## src/rtl/car_detector_pkg.sv

```systemverilog
// rtl/car_detector_pkg.sv - shared types and default constants for the country-road car detector
package car_detector_pkg;

  typedef enum logic [2:0] {
    ST_IDLE      = 3'd0,
    ST_ARMING    = 3'd1,
    ST_PRESENT   = 3'd2,
    ST_RELEASING = 3'd3,
    ST_STUCK     = 3'd4
  } det_state_t;

  localparam int unsigned DEF_DEBOUNCE_CYCLES = 4;
  localparam int unsigned DEF_STUCK_CYCLES    = 1024;
  localparam int unsigned DEF_CNT_W           = 8;

endpackage

```

## src/rtl/sync_2ff.sv

```systemverilog
// rtl/sync_2ff.sv - generic 1-bit two-flop synchronizer, async active-low reset
module sync_2ff (
  input  logic clk,
  input  logic rst_n,
  input  logic d,
  output logic q
);

  logic meta_q;
  logic sync_q;

  always_ff @(posedge clk or negedge rst_n) begin
    if (!rst_n) begin
      meta_q <= 1'b0;
      sync_q <= 1'b0;
    end else begin
      meta_q <= d;
      sync_q <= meta_q;
    end
  end

  assign q = sync_q;

endmodule

```

## src/rtl/car_detector.sv

```systemverilog
// rtl/car_detector.sv - synchronizes and debounces the road-loop sensor into a held car request,
// with a saturating vehicle count and stuck-sensor detection
module car_detector
  import car_detector_pkg::*;
#(
  parameter int unsigned DEBOUNCE_CYCLES = DEF_DEBOUNCE_CYCLES,
  parameter int unsigned STUCK_CYCLES    = DEF_STUCK_CYCLES,
  parameter int unsigned CNT_W           = DEF_CNT_W
) (
  input  logic             clk,
  input  logic             rst_n,
  input  logic             sensor_raw,
  input  logic             light_n_g,
  output logic             car,
  output logic [CNT_W-1:0] car_count,
  output logic             fault
);

  localparam int unsigned DEB_W = (DEBOUNCE_CYCLES > 2) ? $clog2(DEBOUNCE_CYCLES) : 1;
  localparam int unsigned STK_W = $clog2(STUCK_CYCLES);
  localparam logic [DEB_W-1:0] DEB_LAST = DEB_W'(DEBOUNCE_CYCLES - 1);
  localparam logic [STK_W-1:0] STK_LAST = STK_W'(STUCK_CYCLES - 1);
  localparam logic [CNT_W-1:0] CNT_MAX  = {CNT_W{1'b1}};

  logic sensor_s;

  sync_2ff u_sync (
    .clk   (clk),
    .rst_n (rst_n),
    .d     (sensor_raw),
    .q     (sensor_s)
  );

  det_state_t       state_q, state_d;
  logic [DEB_W-1:0] deb_q, deb_d;
  logic [STK_W-1:0] stk_q, stk_d;
  logic [CNT_W-1:0] cnt_q, cnt_d;
  logic             req_q, req_d;
  logic             car_q, car_d;
  logic             fault_q, fault_d;
  logic             accept;
  logic [STK_W-1:0] stk_inc;

  always_comb begin
    state_d = state_q;
    deb_d   = deb_q;
    stk_d   = stk_q;
    accept  = 1'b0;
    // Presence counter saturates so a long RELEASING/PRESENT bounce cannot wrap past the stuck limit
    stk_inc = (stk_q == STK_LAST) ? stk_q : stk_q + 1'b1;

    unique case (state_q)
      ST_IDLE: begin
        stk_d = '0;
        if (sensor_s) begin
          state_d = ST_ARMING;
          deb_d   = '0;
        end
      end
      ST_ARMING: begin
        if (!sensor_s) begin
          state_d = ST_IDLE;
          stk_d   = '0;
        end else if (deb_q == DEB_LAST) begin
          state_d = ST_PRESENT;
          stk_d   = '0;
          accept  = 1'b1;
        end else begin
          deb_d = deb_q + 1'b1;
        end
      end
      ST_PRESENT: begin
        stk_d = stk_inc;
        if (!sensor_s) begin
          state_d = ST_RELEASING;
          deb_d   = '0;
        end else if (stk_q == STK_LAST) begin
          state_d = ST_STUCK;
          deb_d   = '0;
        end
      end
      ST_RELEASING: begin
        stk_d = stk_inc;
        if (sensor_s) begin
          state_d = ST_PRESENT;
        end else if (deb_q == DEB_LAST) begin
          state_d = ST_IDLE;
          stk_d   = '0;
        end else begin
          deb_d = deb_q + 1'b1;
        end
      end
      ST_STUCK: begin
        if (sensor_s) begin
          deb_d = '0;
        end else if (deb_q == DEB_LAST) begin
          state_d = ST_IDLE;
          stk_d   = '0;
        end else begin
          deb_d = deb_q + 1'b1;
        end
      end
      default: begin
        state_d = ST_IDLE;
        deb_d   = '0;
        stk_d   = '0;
      end
    endcase

    // A fresh detection outranks a simultaneous green; a faulty loop drops any pending request
    if (accept) begin
      req_d = 1'b1;
    end else if (light_n_g) begin
      req_d = 1'b0;
    end else begin
      req_d = req_q;
    end
    if (state_d == ST_STUCK) begin
      req_d = 1'b0;
    end

    cnt_d   = (accept && (cnt_q != CNT_MAX)) ? cnt_q + 1'b1 : cnt_q;
    car_d   = (state_d != ST_STUCK) &&
              (req_d || (state_d == ST_PRESENT) || (state_d == ST_RELEASING));
    fault_d = (state_d == ST_STUCK);
  end

  always_ff @(posedge clk or negedge rst_n) begin
    if (!rst_n) begin
      state_q <= ST_IDLE;
      deb_q   <= '0;
      stk_q   <= '0;
      cnt_q   <= '0;
      req_q   <= 1'b0;
      car_q   <= 1'b0;
      fault_q <= 1'b0;
    end else begin
      state_q <= state_d;
      deb_q   <= deb_d;
      stk_q   <= stk_d;
      cnt_q   <= cnt_d;
      req_q   <= req_d;
      car_q   <= car_d;
      fault_q <= fault_d;
    end
  end

  assign car       = car_q;
  assign car_count = cnt_q;
  assign fault     = fault_q;

endmodule

```

## config.mk

```make
export PLATFORM = sky130hd
export DESIGN_NAME = car_detector
export DESIGN_NICKNAME = d
export VERILOG_FILES = /design/src/rtl/car_detector_pkg.sv /design/src/rtl/sync_2ff.sv /design/src/rtl/car_detector.sv
export SDC_FILE = /design/constraint.sdc
export NUM_CORES = 1
export LEC_CHECK = 0
export CORE_MARGIN = 2
export CORE_UTILIZATION = 59
export CTS_BUF_LIST = sky130_fd_sc_hd__clkbuf_8
export CTS_CLUSTER_DIAMETER = 40
export CTS_CLUSTER_SIZE = 8
export DETAILED_ROUTE_END_ITERATION = 10
export GPL_TIMING_DRIVEN = 0
export PLACE_DENSITY_LB_ADDON = 0.1
export SYNTH_ARGS = -nofsm -noshare
export SYNTH_HDL_FRONTEND = slang
export SYNTH_SLANG_ARGS = --single-unit
```

## constraint.sdc

```tcl
create_clock -name clk -period 2.6 [get_ports clk]
set_clock_uncertainty 0.05 [all_clocks]
set_input_delay 0.26 -clock clk [delete_from_list [all_inputs] [get_ports clk]]
set_output_delay 0.26 -clock clk [all_outputs]
set_load 0.02 [all_outputs]
```

==> flow_summary.json <==
{
  "numCtsBuffers": 3,
  "cts_tree": "done",
  "max_slew_margin_pct": 48.2,
  "syn_nets": 153,
  "drt_iter0_markers": 53,
  "routedWlPerCell_um": 15.5,
  "seq_area_frac_synth_pct": 44.8,
  "final_cell_count_no_fill": 195,
  "areaGrowthSynthToFinish_pct": 14.5,
  "max-cap-violations": 0,
  "synth_top_area_share_pct": 44.8,
  "die_y_um": 55.5,
  "synthDistinctLibCells": 55,
  "leakage_nw": 0.710,
  "antenna_found_initial": 0,
  "synth_most_common_cell": "dfrtp_1",
  "antenna_left": 0,
  "ir_drop_uv": 529,
  "layout-drive-gt1-share_pct": 13.3,
  "endpoint_kind": "flip-flop",
  "whs_path_depth": 0,
  "tns_ns": 0,
  "critPathArrivalTime_ns": 2.21,
  "r2r_slack_ns": 0.51,
  "netlist_area_um2": 1570,
  "ys_warn_count": 0,
  "r2r_end": "deb_q[0]",
  "synth_common_cells": "dfrtp_1 (28), inv_1 (10), nand3_1 (9)",
  "worstSetupStartpointType": "flip-flop",
  "post_cts_resized": 0,
  "min_path_type": "flip-flop to flip-flop",
  "worstMarginPinSlew_ns": 0.771,
  "first_pass_iters": 4,
  "async_flop_share_pct": 100,
  "die-area_um2": 3080,
  "cp-startpoint": "stk_q[0]",
  "finalHoldViolations": 0,
  "avgSynthCellArea_um2": 10.6,
  "p_per_area_nw_per_um2": 769,
  "grt_pass1_vias": 1175,
  "clock-sinks": 28,
  "fillers": 190,
  "htreeDepth": 1,
  "portBuffers": 13,
  "routed_wl_um": 3020,
  "place_congestion": 0.797,
  "n_antenna_cell": 0,
  "synthCells": 147,
  "critPathKind": "flip-flop to flip-flop",
  "vias": 1215,
  "synth_enable_flop_cells": 0,
  "status": "finished clean",
  "core_area_um2": 2500,
  "drv_slew": 0,
  "die_w_um": 55.5,
  "synth-main-ff-cell": "dfrtp_1",
  "grt_max_degree": 29,
  "clk_pin_slew_ns": 0.09,
  "period_minus_slack_ns": 2.09,
  "ios": 14,
  "max_freq_mhz": 477,
  "routed_via_density": 6.23,
  "clk_latency_ns": 0.28,
  "grt-ovfl-total": 0,
  "hp-start": "u_sync.meta_q",
  "grt_usage_pct": 21.7,
  "synth_area_leaders": "dfrtp_1 (45%), xnor2_1 (4.5%), nand3_1 (2.9%), inv_1 (2.4%), o211ai_1 (1.9%)",
  "required_ns": 2.72,
  "num-nets-final": 172,
  "setup_viol": 0,
  "rr_startpoint": "stk_q[0]",
  "drc_errors": 0,
  "grt_pass1_wl_um": 5400,
  "grt_setup_unrepaired": "no",
  "dp.cells": 190,
  "final_area_um2": 1790,
  "period_share_pct": 80.6,
  "cts_max_path_buffers": 2,
  "synth.largest_area_cell": "dfrtp_1",
  "holdPathEnd": "u_sync.q",
  "dp_hpwl_um": 2140,
  "cts-root-buf": "clkbuf_8",
  "dpl-instance-area_um2": 1730,
  "crit_fanout": 6,
  "worstRegToRegCells": 5,
  "fp-row-count": 18,
  "ys_ff_latch": 28,
  "initial_utilization_pct": 62.6
}
==> cell usage in the layout, fill, tap and decap left out, drive strengths merged, types with 2 or more instances in the layout <==
cell type      synthesis  routed
nand3b                 2       2
buf                    4       5
and3                   4       4
o2111ai                2       2
or3                    3       3
o32a                   2       2
o21bai                 4       4
nand2b                 2       2
a211oi                 3       3
inv                   10      10
a21oi                  5       5
o21ai                  8       8
nand4b                 3       3
o211ai                 5       5
dfrtp                 28      28
nor3                   4       4
nand3                  9       9
nand4                  3       3
nor4b                  2       2
clkdlybuf4s50          0      12
xnor2                  8       8
ha                     2       2
clkbuf                 1       5
nor2                   3       3
nand2                  7       7
nor2b                  2       2
nor4                   2       2
mux2                   2       2
==> per-stage QoR <==
| step | hold slack [ns] | utilization [%] | power, mW | worst slack, ns |
|---|---|---|---|---|
| 2_1_floorplan | -0.0856 | - | 0.959 | 0.802 |
| 3_3_place_gp | 0.283 | 69.3 | 1.09 | 0.544 |
| 3_5_place_dp | 0.296 | 69.3 | 1.11 | 0.527 |
| 4_1_cts | 0.326 | 71.5 | 1.38 | 0.521 |
| 5_1_grt | 0.338 | 71.7 | 1.47 | 0.380 |
| 6_report | 0.324 | 71.7 | 1.38 | 0.505 |
==> report_power, final <==
part           leakage (nW)  internal (mW)  switching [mW]
Sequential            0.370          0.513          0.0984
Combinational         0.311          0.217           0.279
Clock                0.0288          0.136           0.136
==> critical path, stage by stage, from the launching register on <==
cell	delay, ns
dfrtp_1	0.41
ha_1	0.24
nand3_1	0.23
nor3_2	0.48
a31o_1	0.25
mux2_1	0.32
==> area by class of cell <==
cell class	instances	area, um2	share of cell area [%]
buffer	5	30.0	1.67
clock buffer	4	55.1	3.07
inverter	10	37.5	2.09
multi-input combinational	104	797	44.5
sequential	28	701	39.1
tap	30	37.5	2.09
timing repair buffer	14	135	7.54
==> logic make-up after synthesis <==
| group | share of synthesized area, % |
|---|---|
| AND/OR/NAND/NOR | 22.1 |
| adder cells (fa/ha/maj) | 1.60 |
| AO/OA/AOI/OAI | 20.4 |
| XOR/XNOR | 4.48 |
| flip-flops | 44.8 |
| multiplexers | 2.32 |
| buffers and inverters | 4.32 |
==> worst max path at each step <==
stage / endpoint / cells past startpoint / slack, ns
floorplan: deb_q[0] / 5 / 0.80
global placement: deb_q[0] / 5 / 0.54
detailed placement: deb_q[0] / 5 / 0.53
CTS: deb_q[0] / 5 / 0.52
global route: deb_q[0] / 5 / 0.38
finish: deb_q[0] / 5 / 0.51
==> state kept, by name (all words and copies together) (netlist names) <==
register,count
stk_q,10
fault,1
car_count,8
u_sync.meta_q,1
deb_q,2
req_q,1
u_sync.q,1
state_q,3
car,1
==> routing by layer <==
metal  global-route usage (%)  wire length (um)
met2                     34.9              1450
met3                     2.81                87
met1                     30.3              1430
met5                        0                 0
met4                     7.32                53
==> what timing repair did <==
| item | in CTS | in global routing |
|---|---|---|
| buffers inserted | 0 | 0 |
| endpoints found under the hold margin | 0 | 28 |
| hold buffers | 0 | 1 |
No activity file was read; power rests on OpenSTA's default activity.
